[src/rtl/spi_flash_responder.sv]
// SPI mode-0 slave emulating the read path of a serial NOR flash.
// Decodes a command byte, takes a 24-bit address for READ, then streams bytes from a 1-clk memory.
module spi_flash_responder #(
  parameter int unsigned SYNC_STAGES = 2,
  parameter logic [7:0]  READ_CMD    = 8'h03,
  parameter logic [7:0]  WAKE_CMD    = 8'hAB
) (
  input  logic        clk,
  input  logic        reset,
  input  logic        spi_sck,
  input  logic        spi_ss,
  input  logic        spi_mosi,
  output logic        spi_miso,
  output logic        mem_rd,
  output logic [23:0] mem_addr,
  input  logic [7:0]  mem_data,
  output logic        cmd_strobe,
  output logic [7:0]  cmd_byte,
  output logic        rd_active
);

  typedef enum logic [2:0] {StIdle, StCmd, StAddr, StFetch, StData, StIgnore} state_e;

  logic [SYNC_STAGES-1:0] sck_sync, ss_sync, mosi_sync;
  logic                   sck_prev;
  logic                   sck_s, ss_s, mosi_s, sck_rise, sck_fall;

  // SS chain resets to "selected" so a frame already in progress at reset cannot arm the decoder.
  always_ff @(posedge clk) begin
    if (reset) begin
      sck_sync  <= '0;
      ss_sync   <= '0;
      mosi_sync <= '0;
      sck_prev  <= 1'b0;
    end else begin
      sck_sync  <= {sck_sync[SYNC_STAGES-2:0], spi_sck};
      ss_sync   <= {ss_sync[SYNC_STAGES-2:0], spi_ss};
      mosi_sync <= {mosi_sync[SYNC_STAGES-2:0], spi_mosi};
      sck_prev  <= sck_s;
    end
  end

  assign sck_s    = sck_sync[SYNC_STAGES-1];
  assign ss_s     = ss_sync[SYNC_STAGES-1];
  assign mosi_s   = mosi_sync[SYNC_STAGES-1];
  assign sck_rise = sck_s & ~sck_prev;
  assign sck_fall = ~sck_s & sck_prev;

  state_e      state_q;
  logic [4:0]  bit_cnt_q;
  logic [22:0] in_sr_q;
  logic [6:0]  tx_sr_q;
  logic [7:0]  prefetch_q;
  logic        fetch_pend_q;
  logic        armed_q;
  logic [7:0]  rx_byte;

  assign rx_byte = {in_sr_q[6:0], mosi_s};

  always_ff @(posedge clk) begin
    if (reset) begin
      state_q      <= StIdle;
      bit_cnt_q    <= '0;
      in_sr_q      <= '0;
      tx_sr_q      <= '0;
      prefetch_q   <= '0;
      fetch_pend_q <= 1'b0;
      armed_q      <= 1'b0;
      spi_miso     <= 1'b0;
      mem_rd       <= 1'b0;
      mem_addr     <= '0;
      cmd_strobe   <= 1'b0;
      cmd_byte     <= '0;
      rd_active    <= 1'b0;
    end else begin
      cmd_strobe   <= 1'b0;
      mem_rd       <= 1'b0;
      fetch_pend_q <= mem_rd;
      if (fetch_pend_q) prefetch_q <= mem_data;

      if (ss_s) begin
        state_q   <= StIdle;
        bit_cnt_q <= '0;
        spi_miso  <= 1'b0;
        rd_active <= 1'b0;
        armed_q   <= 1'b1;
      end else begin
        unique case (state_q)
          StIdle: begin
            if (armed_q) begin
              state_q   <= StCmd;
              bit_cnt_q <= '0;
            end
          end
          StCmd: begin
            if (sck_rise) begin
              in_sr_q   <= {in_sr_q[21:0], mosi_s};
              bit_cnt_q <= bit_cnt_q + 5'd1;
              if (bit_cnt_q == 5'd7) begin
                cmd_strobe <= 1'b1;
                cmd_byte   <= rx_byte;
                bit_cnt_q  <= '0;
                case (rx_byte)
                  READ_CMD: state_q <= StAddr;
                  WAKE_CMD: state_q <= StIgnore;
                  default:  state_q <= StIgnore;
                endcase
              end
            end
          end
          StAddr: begin
            if (sck_rise) begin
              in_sr_q   <= {in_sr_q[21:0], mosi_s};
              bit_cnt_q <= bit_cnt_q + 5'd1;
              if (bit_cnt_q == 5'd23) begin
                mem_rd    <= 1'b1;
                mem_addr  <= {in_sr_q, mosi_s};
                bit_cnt_q <= '0;
                state_q   <= StFetch;
              end
            end
          end
          StFetch: begin
            // prefetch_q captures mem_data on this same edge
            if (fetch_pend_q) begin
              state_q   <= StData;
              rd_active <= 1'b1;
            end
          end
          StData: begin
            if (sck_fall) begin
              if (bit_cnt_q[2:0] == 3'd0) begin
                tx_sr_q  <= prefetch_q[6:0];
                spi_miso <= prefetch_q[7];
                mem_rd   <= 1'b1;
                mem_addr <= mem_addr + 24'd1;
              end else begin
                tx_sr_q  <= {tx_sr_q[5:0], 1'b0};
                spi_miso <= tx_sr_q[6];
              end
              bit_cnt_q <= {2'b00, bit_cnt_q[2:0] + 3'd1};
            end
          end
          StIgnore: spi_miso <= 1'b0;
          default:  state_q  <= StIdle;
        endcase
      end
    end
  end

endmodule

[config.mk]
export PLATFORM = sky130hd
export DESIGN_NAME = spi_flash_responder
export DESIGN_NICKNAME = d
export VERILOG_FILES = /design/src/rtl/spi_flash_responder.sv
export SDC_FILE = /design/constraint.sdc
export NUM_CORES = 1
export LEC_CHECK = 0
export BUFFER_PORTS_ARGS = -buffer_cell sky130_fd_sc_hd__buf_2
export CAP_MARGIN = 30
export CORE_MARGIN = 4
export CORE_UTILIZATION = 50
export DETAILED_ROUTE_END_ITERATION = 10
export PLACE_DENSITY = 0.7
export SETUP_SLACK_MARGIN = 0.3
export SLEW_MARGIN = 40
export SYNTH_ARGS = -nofsm -noshare
export SYNTH_HDL_FRONTEND = slang
export SYNTH_SLANG_ARGS = --single-unit
[constraint.sdc]
create_clock -name clk -period 6.1 [get_ports clk]
set_clock_uncertainty 0.1 [all_clocks]
set_input_delay 0.61 -clock clk [delete_from_list [all_inputs] [get_ports clk]]
set_output_delay 0.61 -clock clk [all_outputs]
set_load 0.05 [all_outputs]
==> results.md <==
- Synthesis warning total: 0
- Final Power: between 1 and 1.5 mW
- Starting Density: 0.5092
- # diodes: 0
- Ys async rst share: 0
- Avg Cell Area, Syn: about 8.6 µm²
- Total Routing Usage GR: 0.1941
- Sw frac: 0.2479
- Worst slack at placement: about 3.6 ns
- Placed wire-length estimate: 6012 µm
- DRC: 0
- Leading area contributor after synthesis: dfxtp_1
- FP Rows: 33
- Routed wire length: about 9200 µm
- Port bufs: 48
- Worst-Skew Late Latency: around 0.37 ns
- Worst-margin pin slew: 0.8365 ns
- Vias: about 3500
- Clock Tree Root: clkbuf_8
- Global-route wire length before repair: 15950 µm
- Clk pin slew, worst setup/hold paths: 0.09 ns
- Die Ht: ~99 µm
- Antenna-violating nets left: 0
- Top-count cell post-synth: dfxtp_1
- Max H-tree Level: 3
- Postcts setup bufs: 0
- DR WL/cell: about 15 µm
- Post-synth EDFFs: 0
- Arr. time, crit path: between 2 and 3 ns
- #FFs+latches synth: 91
- Hold crit path type: register to register
- Commonest cells post-synth: dfxtp_1 (91), nor2_1 (72), mux2i_1 (47)
- Hold Fails Final Rpt: 0
- Int Power: approximately 0.76 mW
- Endpoints failing setup: 0
- Peak Freq: 398.2 MHz
- Cts repair resizes: 0
- Clock power share: 0.372
- Dpl cell area: 4459 µm²
- Total grt overflow: 0
- Via-to-Cell Ratio: 5.644
- Status: finished clean
- CTS tree: done
- Synth cell types: 58
- P per Cell Area: 217.6 nW/µm²
- Tmin final: 2.511 ns
- Fin nets: 532
- Count of pins over their slew limit: 0
- FF-to-FF path depth: 6
- Top cells by area, synth: dfxtp_1 (44%), mux2i_1 (11%), nor2_1 (6.5%), a21oi_1 (4.8%), nand2_1 (3.1%)
- Initial antenna violation count: 0
- Post-synth top area share: 0.4376
- Mapped Area: 4163 µm²
- Max cap viols: 0
- Sequential fraction of the synthesis area: 0.4376
- Final setup margin: 3.589 ns
- Net Sw Power: 0.2500 mW
- Setup crit start kind: register
- Area Growth Syn to Fin: 11.33%
- Die area: 9850 µm²
- Maximum fanout along the worst path: 16
- TritonRoute pass-1 iters: 4
- Tcrit/Tclk final: 0.4117
- Vias in the first global route: 3395
- Seq pwr share: 0.596
- RSZ-0062 raised after global routing: false
- Die width: 99.25 µm
- Core ar.: 8175 µm²
- Worst EP required: 6.21 ns
- Setup_tns: 0 ns
- Hold buffer count at cts: 0
- Layout cell share with drive strength beyond 1: 0.1574
- Worst Hold Path Cells: 1
- Cell count after synthesis: 484
- Largest net degree at the start of global routing: 83
- Initial DRC count: 215
- Most used DFF post-synth: dfxtp_1
- Slew margin rel.: 0.4424
- Crit Path Class: register to register
- # clock sinks: between 90 and 100
- Max Buffers Root-to-Sink: 2
- Crit. End Element: register
- Combinational Power Share: 0.032
- Final Wtd Congestion: 0.8537
- Syn nets: 500
- I/O pin count: around 50
- Leakage: 1.589 nW
- Maximum resistive drop on vdd: ~0.15 mV
- Cell area after layout: between 4000 and 5000 µm²
- CTS Buf Count: 9
## layer usage
layer | global-route usage | up-vias | share of wire
met4 | 0.06197 | 0 | 0.012
li1 | - | 1789 | -
met2 | 0.3063 | 71 | 0.45
met1 | 0.2681 | 1662 | 0.49
met3 | 0.03857 | 11 | 0.043
met5 | 0 | - | 0
## cells by family (layout without fill, tap and decap cells)
family | count (synthesis) | after routing | share of synthesized area
AND/OR/NAND/NOR | 189 | 189 | 0.2248
adder cells (fa/ha/maj) | 3 | 3 | 0.009018
multiplexers | 47 | 47 | 0.1130
flip-flops | 91 | 91 | 0.4376
buffers and inverters | 42 | 79 | 0.04358
AO/OA/AOI/OAI | 110 | 110 | 0.1677
XOR/XNOR | 2 | 2 | 0.004209
## critical path: stages, from the launching register on
cell and delay [ns]:
dfxtp_1 0.71, xor2_1 0.27, nand2_1 0.15, nor3_4 0.42, buf_4 0.38, mux2i_1 0.27
nor2_1 0.06
## sequential cells by signal (all words and copies together), names as in the netlist, 3 cells and up
name	cells
tx_sr_q	7
cmd_byte	8
bit_cnt_q	5
mem_addr	24
in_sr_q	23
state_q	3
prefetch_q	8
## power groups by stage
| stage | logic [mW] | clock network [mW] | registers [mW] |
|---|---|---|---|
| 5_1_grt | 0.0368 | 0.405 | 0.602 |
| 4_1_cts | 0.0329 | 0.381 | 0.601 |
| 3_3_place_gp | 0.0320 | 0 | 0.615 |
| 2_1_floorplan | 0.0258 | 0 | 0.612 |
| 3_5_place_dp | 0.0326 | 0 | 0.615 |
| 6_report | 0.0327 | 0.375 | 0.601 |
## through the flow
stage / cells / util / hold slack (ns)
after global routing: 626 / 0.5669 / 0.3567
after detailed placement: 610 / 0.5455 / 0.3274
after global placement: 610 / 0.5448 / 0.3243
after CTS: 626 / 0.5669 / 0.3524
final: 626 / 0.5669 / 0.3488
after floorplan: 484 / - / 0.3138
## layout make-up
class	count	area [µm²]
inverter	8	30.03
timing repair buffer	55	292.8
fill	768	3541
clock inverter	7	51.30
multi-input combinational	351	2183
tap	105	131.4
sequential	91	1822
clock buffer	9	123.9
## path summary, 6_finish.rpt
path | end | from | slack, ns
hold reg to reg | sck_sync[1] | sck_sync[0] | 0.35
setup reg to reg | in_sr_q[20] | state_q[0] | 3.59
hold / removal | sck_sync[1] | sck_sync[0] | 0.35
setup / recovery | in_sr_q[20] | state_q[0] | 3.59
## placed cells by master (no fill, tap or decap), types with 4 or more instances in the layout
master	instances
nand4_1	8
dfxtp_1	91
nand3_1	14
or4_1	4
buf_2	48
o21ai_0	24
o31ai_1	5
nand2b_1	8
nor2b_1	11
or3_1	4
buf_4	7
nand2_1	34
clkbuf_8	9
nor3_1	6
inv_1	7
a211oi_1	9
a31oi_1	6
nor2_1	72
mux2i_1	47
nand3b_1	5
a21oi_1	40
(Power assumes the default switching activity.)
